### src/rtl/vga_pkg.sv
// Shared definitions for the 640x480@60 VGA timing controller.
// Holds the default raster timing constants, the derived totals and
// active-area start points, and the RGB565 output field layout.
package vga_pkg;

  // Horizontal timing, in pixel clocks
  localparam int unsigned H_SYNC   = 96;
  localparam int unsigned H_BACK   = 48;
  localparam int unsigned H_ACTIVE = 640;
  localparam int unsigned H_FRONT  = 16;

  // Vertical timing, in lines
  localparam int unsigned V_SYNC   = 2;
  localparam int unsigned V_BACK   = 33;
  localparam int unsigned V_ACTIVE = 480;
  localparam int unsigned V_FRONT  = 10;

  localparam int unsigned H_TOTAL  = H_SYNC + H_BACK + H_ACTIVE + H_FRONT;
  localparam int unsigned V_TOTAL  = V_SYNC + V_BACK + V_ACTIVE + V_FRONT;
  localparam int unsigned H_START  = H_SYNC + H_BACK;
  localparam int unsigned V_START  = V_SYNC + V_BACK;

  // Counter / coordinate width
  localparam int unsigned CNT_W    = 10;

  // Colour widths: 10-bit source channels, RGB565 to the DAC
  localparam int unsigned IN_W     = 10;
  localparam int unsigned R_W      = 5;
  localparam int unsigned G_W      = 6;
  localparam int unsigned B_W      = 5;

  typedef struct packed {
    logic [R_W-1:0] r;
    logic [G_W-1:0] g;
    logic [B_W-1:0] b;
  } rgb565_t;

  // Keep the MSBs of each channel; plain truncation, no rounding.
  function automatic rgb565_t to_rgb565(input logic [IN_W-1:0] r,
                                        input logic [IN_W-1:0] g,
                                        input logic [IN_W-1:0] b);
    rgb565_t c;
    c.r = r[IN_W-1 -: R_W];
    c.g = g[IN_W-1 -: G_W];
    c.b = b[IN_W-1 -: B_W];
    return c;
  endfunction

endpackage

### src/rtl/vga_sync_counter.sv
// Raster counters and sync/active decodes.
// Ports:
//   i_clk     pixel clock
//   i_rst_n   asynchronous active-low reset (counters to 0)
//   o_h_cnt   horizontal position, 0..H_TOTAL-1
//   o_v_cnt   vertical position, 0..V_TOTAL-1
//   o_h_sync  horizontal sync, active low
//   o_v_sync  vertical sync, active low
//   o_active  high inside the visible area
module vga_sync_counter #(
  parameter int unsigned H_SYNC   = vga_pkg::H_SYNC,
  parameter int unsigned H_BACK   = vga_pkg::H_BACK,
  parameter int unsigned H_ACTIVE = vga_pkg::H_ACTIVE,
  parameter int unsigned H_FRONT  = vga_pkg::H_FRONT,
  parameter int unsigned V_SYNC   = vga_pkg::V_SYNC,
  parameter int unsigned V_BACK   = vga_pkg::V_BACK,
  parameter int unsigned V_ACTIVE = vga_pkg::V_ACTIVE,
  parameter int unsigned V_FRONT  = vga_pkg::V_FRONT
) (
  input  logic                      i_clk,
  input  logic                      i_rst_n,
  output logic [vga_pkg::CNT_W-1:0] o_h_cnt,
  output logic [vga_pkg::CNT_W-1:0] o_v_cnt,
  output logic                      o_h_sync,
  output logic                      o_v_sync,
  output logic                      o_active
);
  import vga_pkg::*;

  localparam int unsigned H_LAST = H_SYNC + H_BACK + H_ACTIVE + H_FRONT - 1;
  localparam int unsigned V_LAST = V_SYNC + V_BACK + V_ACTIVE + V_FRONT - 1;
  localparam int unsigned H_BEG  = H_SYNC + H_BACK;
  localparam int unsigned H_END  = H_BEG + H_ACTIVE;
  localparam int unsigned V_BEG  = V_SYNC + V_BACK;
  localparam int unsigned V_END  = V_BEG + V_ACTIVE;

  logic [CNT_W-1:0] r_h_cnt;
  logic [CNT_W-1:0] r_v_cnt;
  logic             w_h_wrap;
  logic             w_v_wrap;
  logic             w_h_act;
  logic             w_v_act;

  assign w_h_wrap = (r_h_cnt == CNT_W'(H_LAST));
  assign w_v_wrap = (r_v_cnt == CNT_W'(V_LAST));

  // Vertical counter only moves on the last pixel of a line.
  always_ff @(posedge i_clk or negedge i_rst_n) begin
    if (!i_rst_n) begin
      r_h_cnt <= '0;
      r_v_cnt <= '0;
    end else begin
      r_h_cnt <= w_h_wrap ? '0 : r_h_cnt + CNT_W'(1);
      if (w_h_wrap) begin
        r_v_cnt <= w_v_wrap ? '0 : r_v_cnt + CNT_W'(1);
      end
    end
  end

  assign w_h_act  = (r_h_cnt >= CNT_W'(H_BEG)) && (r_h_cnt < CNT_W'(H_END));
  assign w_v_act  = (r_v_cnt >= CNT_W'(V_BEG)) && (r_v_cnt < CNT_W'(V_END));

  assign o_h_cnt  = r_h_cnt;
  assign o_v_cnt  = r_v_cnt;
  assign o_h_sync = (r_h_cnt >= CNT_W'(H_SYNC));
  assign o_v_sync = (r_v_cnt >= CNT_W'(V_SYNC));
  assign o_active = w_h_act && w_v_act;

endmodule

### src/rtl/vga_timing_controller.sv
// 640x480@60 VGA timing controller between a pixel source and a VGA DAC.
// Requests pixels by active-area coordinate, takes the 10-bit colour back
// in the same cycle and drives RGB565 plus sync/blank/clock to the DAC.
// Ports:
//   iCLK, iRST_N            pixel clock, asynchronous active-low reset
//   iRed/iGreen/iBlue       10-bit colour for the requested pixel
//   oCoord_X/oCoord_Y       active-area column/row (0 outside active area)
//   oRequest                high while the current pixel is visible
//   oVGA_R/oVGA_G/oVGA_B    RGB565 to the DAC (0 in blanking)
//   oVGA_H_SYNC/oVGA_V_SYNC active-low syncs
//   oVGA_SYNC               composite sync, tied low
//   oVGA_BLANK              DAC blank_n, high only in the active area
//   oVGA_CLOCK              DAC clock, inverted pixel clock
module vga_timing_controller #(
  parameter int unsigned H_SYNC   = vga_pkg::H_SYNC,
  parameter int unsigned H_BACK   = vga_pkg::H_BACK,
  parameter int unsigned H_ACTIVE = vga_pkg::H_ACTIVE,
  parameter int unsigned H_FRONT  = vga_pkg::H_FRONT,
  parameter int unsigned V_SYNC   = vga_pkg::V_SYNC,
  parameter int unsigned V_BACK   = vga_pkg::V_BACK,
  parameter int unsigned V_ACTIVE = vga_pkg::V_ACTIVE,
  parameter int unsigned V_FRONT  = vga_pkg::V_FRONT
) (
  input  logic       iCLK,
  input  logic       iRST_N,
  input  logic [9:0] iRed,
  input  logic [9:0] iGreen,
  input  logic [9:0] iBlue,
  output logic [9:0] oCoord_X,
  output logic [9:0] oCoord_Y,
  output logic       oRequest,
  output logic [4:0] oVGA_R,
  output logic [5:0] oVGA_G,
  output logic [4:0] oVGA_B,
  output logic       oVGA_H_SYNC,
  output logic       oVGA_V_SYNC,
  output logic       oVGA_SYNC,
  output logic       oVGA_BLANK,
  output logic       oVGA_CLOCK
);
  import vga_pkg::*;

  localparam logic [CNT_W-1:0] X_OFS = CNT_W'(H_SYNC + H_BACK);
  localparam logic [CNT_W-1:0] Y_OFS = CNT_W'(V_SYNC + V_BACK);

  logic [CNT_W-1:0] w_h_cnt;
  logic [CNT_W-1:0] w_v_cnt;
  logic             w_active;
  rgb565_t          w_rgb;

  vga_sync_counter #(
    .H_SYNC   (H_SYNC),
    .H_BACK   (H_BACK),
    .H_ACTIVE (H_ACTIVE),
    .H_FRONT  (H_FRONT),
    .V_SYNC   (V_SYNC),
    .V_BACK   (V_BACK),
    .V_ACTIVE (V_ACTIVE),
    .V_FRONT  (V_FRONT)
  ) u_sync (
    .i_clk    (iCLK),
    .i_rst_n  (iRST_N),
    .o_h_cnt  (w_h_cnt),
    .o_v_cnt  (w_v_cnt),
    .o_h_sync (oVGA_H_SYNC),
    .o_v_sync (oVGA_V_SYNC),
    .o_active (w_active)
  );

  assign w_rgb = to_rgb565(iRed, iGreen, iBlue);

  // Coordinates and colour are forced to 0 outside the visible area so the
  // DAC sees black during blanking regardless of what the source returns.
  always_comb begin
    oCoord_X = '0;
    oCoord_Y = '0;
    oVGA_R   = '0;
    oVGA_G   = '0;
    oVGA_B   = '0;
    if (w_active) begin
      oCoord_X = w_h_cnt - X_OFS;
      oCoord_Y = w_v_cnt - Y_OFS;
      oVGA_R   = w_rgb.r;
      oVGA_G   = w_rgb.g;
      oVGA_B   = w_rgb.b;
    end
  end

  assign oRequest   = w_active;
  assign oVGA_BLANK = w_active;
  assign oVGA_SYNC  = 1'b0;
  assign oVGA_CLOCK = ~iCLK;

endmodule

### config.mk
export PLATFORM = sky130hd
export DESIGN_NAME = vga_timing_controller
export DESIGN_NICKNAME = d
export VERILOG_FILES = /design/src/rtl/vga_pkg.sv /design/src/rtl/vga_sync_counter.sv /design/src/rtl/vga_timing_controller.sv
export SDC_FILE = /design/constraint.sdc
export NUM_CORES = 1
export LEC_CHECK = 0
export BUFFER_PORTS_ARGS = -buffer_cell sky130_fd_sc_hd__buf_4
export CAP_MARGIN = 20
export CELL_PAD_IN_SITES_DETAIL_PLACEMENT = 1
export CELL_PAD_IN_SITES_GLOBAL_PLACEMENT = 1
export CORE_ASPECT_RATIO = 1.25
export CORE_MARGIN = 2
export CORE_UTILIZATION = 37
export DETAILED_ROUTE_END_ITERATION = 7
export PLACE_DENSITY = 0.88
export SYNTH_ARGS = -nofsm -noshare
export SYNTH_HDL_FRONTEND = slang
export SYNTH_SLANG_ARGS = --single-unit
### constraint.sdc
create_clock -name iCLK -period 2.9 [get_ports iCLK]
set_input_delay 0.435 -clock iCLK [delete_from_list [all_inputs] [get_ports iCLK]]
set_output_delay 0.435 -clock iCLK [all_outputs]
set_load 0.05 [all_outputs]
==> flow_summary_export.csv <==
group,metric,value,unit
setup_path,rr_worst_depth,6,
clocking,cts_buffer_depth,2,
layout,layout.nets,298,
place,dp_hpwl,3700,um
detailed_routing,dr.pass1.iters,4,
setup_path,slowest_stage,"a221o_2",
floorplan,io_pins,74,
clocking,cts_hold_buf,0,
clocking,cts-htree-levels,1,
layout,drive_gt1_share,46.1,%
clocking,cts_tree,"done",
layout,antenna_cells,0,
clocking,clk_latency,0.27,ns
hold_path,hold_class,"in2async",
timing,final-setup-viol-count,0,
yosys,ys_seq_area_share,25.5,%
grt,grt_pass1_wl,8320,um
setup_path,cp-start-kind,"flop",
setup_path,r2r_slack,0.96,ns
layout,fillers,607,
job,cap_violations,0,
timing,finalClockSkew,0.00639,ns
yosys,syn_avg_cell_area,9.47,um^2
detailed_routing,drt_wl_total,5030,um
setup_path,cp_slowest_stage_delay,0.44,ns
timing,whs,0.0339,ns
timing,min_period_over_period,95.7,%
setup_path,crit_family,"buffers and inverters",
detailed_routing,ant_nets,0,
power_and_ir_drop,leakagePower,1.11,nW
detailed_routing,drc,0,
floorplan,floorplan.initialDensity,38.6,%
yosys,synth_area,1960,um^2
detailed_routing,drt-vias-per-instance,5.36,
grt,grt_pass1_vias,1699,
setup_path,criticalPathCategory,"reg2out",
timing,period_minus_slack,2.77,ns
floorplan,fp-row-count,29,
floorplan,die_h,85.4,um
setup_path,worst-endpoint-arrival,2.34,ns
floorplan,dieArea,5900,um^2
grt,grt_overflow_total,0,
yosys,ys_warn_count,0,
timing,fmax,0.360,GHz
yosys,synth.net_count,248,
layout,area_delta_synth_final,25.3,%
grt,grt_usage,17.2,%
detailed_routing,drtIter0Drc,37,
floorplan,coreArea,5080,um^2
timing,relSlewSlack,57.8,%
detailed_routing,via_count,1705,
power_and_ir_drop,total_power,586,uW
place,placed_cells,311,
setup_path,critPathMaxFanout,26,
power_and_ir_drop,power_density,238,nW/um^2
yosys,ys.flop_type,"dfrtp_1",
yosys,async_reset_ff_share,100,%
setup_path,path_buf_inv,3,
yosys,ys_seq_elements,20,
setup_path,cp.required,2.47,ns
yosys,synthCells,207,
yosys,ys_types,52,
timing,timing.final.max_slew_violations,0,
yosys,synth_edf_count,0,
place,finalWeightedCongestion,0.771,
setup_path,crit_chain,"inv_1, ha_1, nor3b_4, nand4b_1, a221o_2, buf_12, nor3b_1, buf_4",
layout,seq_area,502,um^2
grt,grt_start_max_net_pins,38,
layout,fin_util,48.4,%
floorplan,die_w,69.1,um
layout,multi_input_area,1300,um^2
clocking,clk_pin_slew,0.08,ns
setup_path,r2r_end,"u_sync.o_v_cnt[9]$_DFFE_PN0N_",
layout,fin_cells,318,
detailed_routing,wl_per_cell,15.8,um
setup_path,critPathCaptureType,"primary output",
outcome,status,"finished, final reports clean",
clocking,cts_root_buf,"clkbuf_8",
power_and_ir_drop,peakVddDrop,261,uV
clocking,numCtsBuffers,3,
place,numPortBuffers,58,
timing,worst_pin_slew,0.632,ns
grt,antenna_found_initial,0,
timing,hold_viol_final,0,
setup_path,r2r_start,"u_sync.o_h_cnt[5]$_DFF_PN0_",
[registers in the layout, indices dropped and copies added (netlist names)]
| signal | cells |
|---|---|
| u_sync.o_h_cnt | 10 |
| u_sync.o_v_cnt | 10 |
[per-stage QoR]
| stage | worst slack, ns | setup TNS [ns] | area (um^2) |
|---|---|---|---|
| 6_report | 0.126 | 0 | 2460 |
| 3_3_place_gp | 0.292 | 0 | 2350 |
| 5_1_grt | -0.0201 | -0.0606 | 2460 |
| 4_1_cts | 0.00721 | 0 | 2410 |
| 3_5_place_dp | 0.267 | 0 | 2350 |
| 2_1_floorplan | -0.114 | -0.686 | 1960 |
[per-layer routing]
layer,track usage [%],part of all wire [%]
met5,0,0
met4,5.88,1.5
met3,2.97,5.2
met2,30.9,51
met1,20.8,42
[worst register-to-register path, delay by kind of cell (launching register included)]
kind / cells / cell delay [ns]
AND/OR/NAND/NOR: 2 / 0.67
flip-flops: 1 / 0.44
AO/OA/AOI/OAI: 2 / 0.44
adder cells (fa/ha/maj): 1 / 0.19
buffers and inverters: 1 / 0.09
[cell type report]
cell class,instances,area share (%)
Timing Repair Buffer,64,20.1
Multi-Input combinational cell,158,52.9
Tap cell,62,3.16
Clock inverter,2,0.305
Clock buffer,4,1.99
Inverter,8,1.22
Sequential cell,20,20.4
[worst max-delay path by stage]
stage | to | slack (ns) | startpoint | cells past startpoint
2_1_floorplan | oVGA_B[0] | -0.11 | u_sync.o_h_cnt[4]$_DFF_PN0_ | 7
4_1_cts | oVGA_B[0] | 0.007 | u_sync.o_v_cnt[1]$_DFFE_PN0N_ | 4
6_report | oVGA_B[4] | 0.13 | u_sync.o_h_cnt[0]$_DFF_PN0_ | 8
3_3_place_gp | oVGA_B[0] | 0.29 | u_sync.o_h_cnt[0]$_DFF_PN0_ | 8
5_1_grt | oVGA_B[4] | -0.02 | u_sync.o_h_cnt[0]$_DFF_PN0_ | 8
3_5_place_dp | oVGA_B[0] | 0.27 | u_sync.o_h_cnt[5]$_DFF_PN0_ | 8
[power breakdown]
group | internal (mW) | switching, mW | total, mW | leakage (nW)
Clock | 0.115 | 0.163 | 0.278 | 0.0370
Sequential | 0.279 | 0 | 0.279 | 0.265
Combinational | 0.0182 | 0.0113 | 0.0294 | 0.810
[cells in the mapped netlist, drive strengths merged, types with 2 or more instances]
library cell  number  share of area (%)
a21o               3                1.1
a21oi              7                1.8
and2               3                1.0
and3               7                2.3
and4               2               0.89
buf               18                8.2
clkbuf             2               0.57
dfrtp             20                 26
ha                 9                5.7
inv                9                1.7
nand2             12                2.3
nand3              8                2.3
nand4              3               0.96
nor2               9                1.7
nor3              25                 12
nor3b             21                 12
nor4               2               0.96
o21ai              7                1.8
or3                4                1.5
xnor2             13                5.8
xor2               5                2.2
[what timing repair did]
action / CTS / global route
gates resized for setup: 0 / 9
setup endpoints to repair: 10 / 38
cloned: 0 / 0
hold endpoints to repair: 0 / 0
pin swaps: 1 / 1
buffers inserted: 2 / 1
[kinds of logic (layout without fill, tap and decap cells)]
logic type	Yosys count	after routing	synth area share, %
DFF	20	20	25.5
other	1	1	0.191
xor gates and xnor gates	18	18	8.04
AOI/OAI and AO/OA	26	26	9.00
muxes	2	2	1.08
and+or+nand+nor	102	102	39.9
buffers and inverters	29	78	10.5
adders and majority gates	9	9	5.74
[cell usage in the layout (no fill, tap or decap), types with 2 or more instances in the layout]
cell / count
nor3b_2: 18
buf_4: 64
and3_1: 6
and4_1: 2
or3_1: 3
nand2_1: 12
dfrtp_1: 19
ha_1: 8
xnor2_1: 13
o21ai_0: 6
xor2_1: 5
inv_1: 10
a21oi_1: 7
nand3_1: 7
nor3b_1: 2
clkbuf_8: 3
and2_1: 2
a21o_1: 3
nor3_4: 2
nand4_1: 3
nor3_2: 17
nor2_1: 8
nor3_1: 6
(Power assumes the default switching activity.)
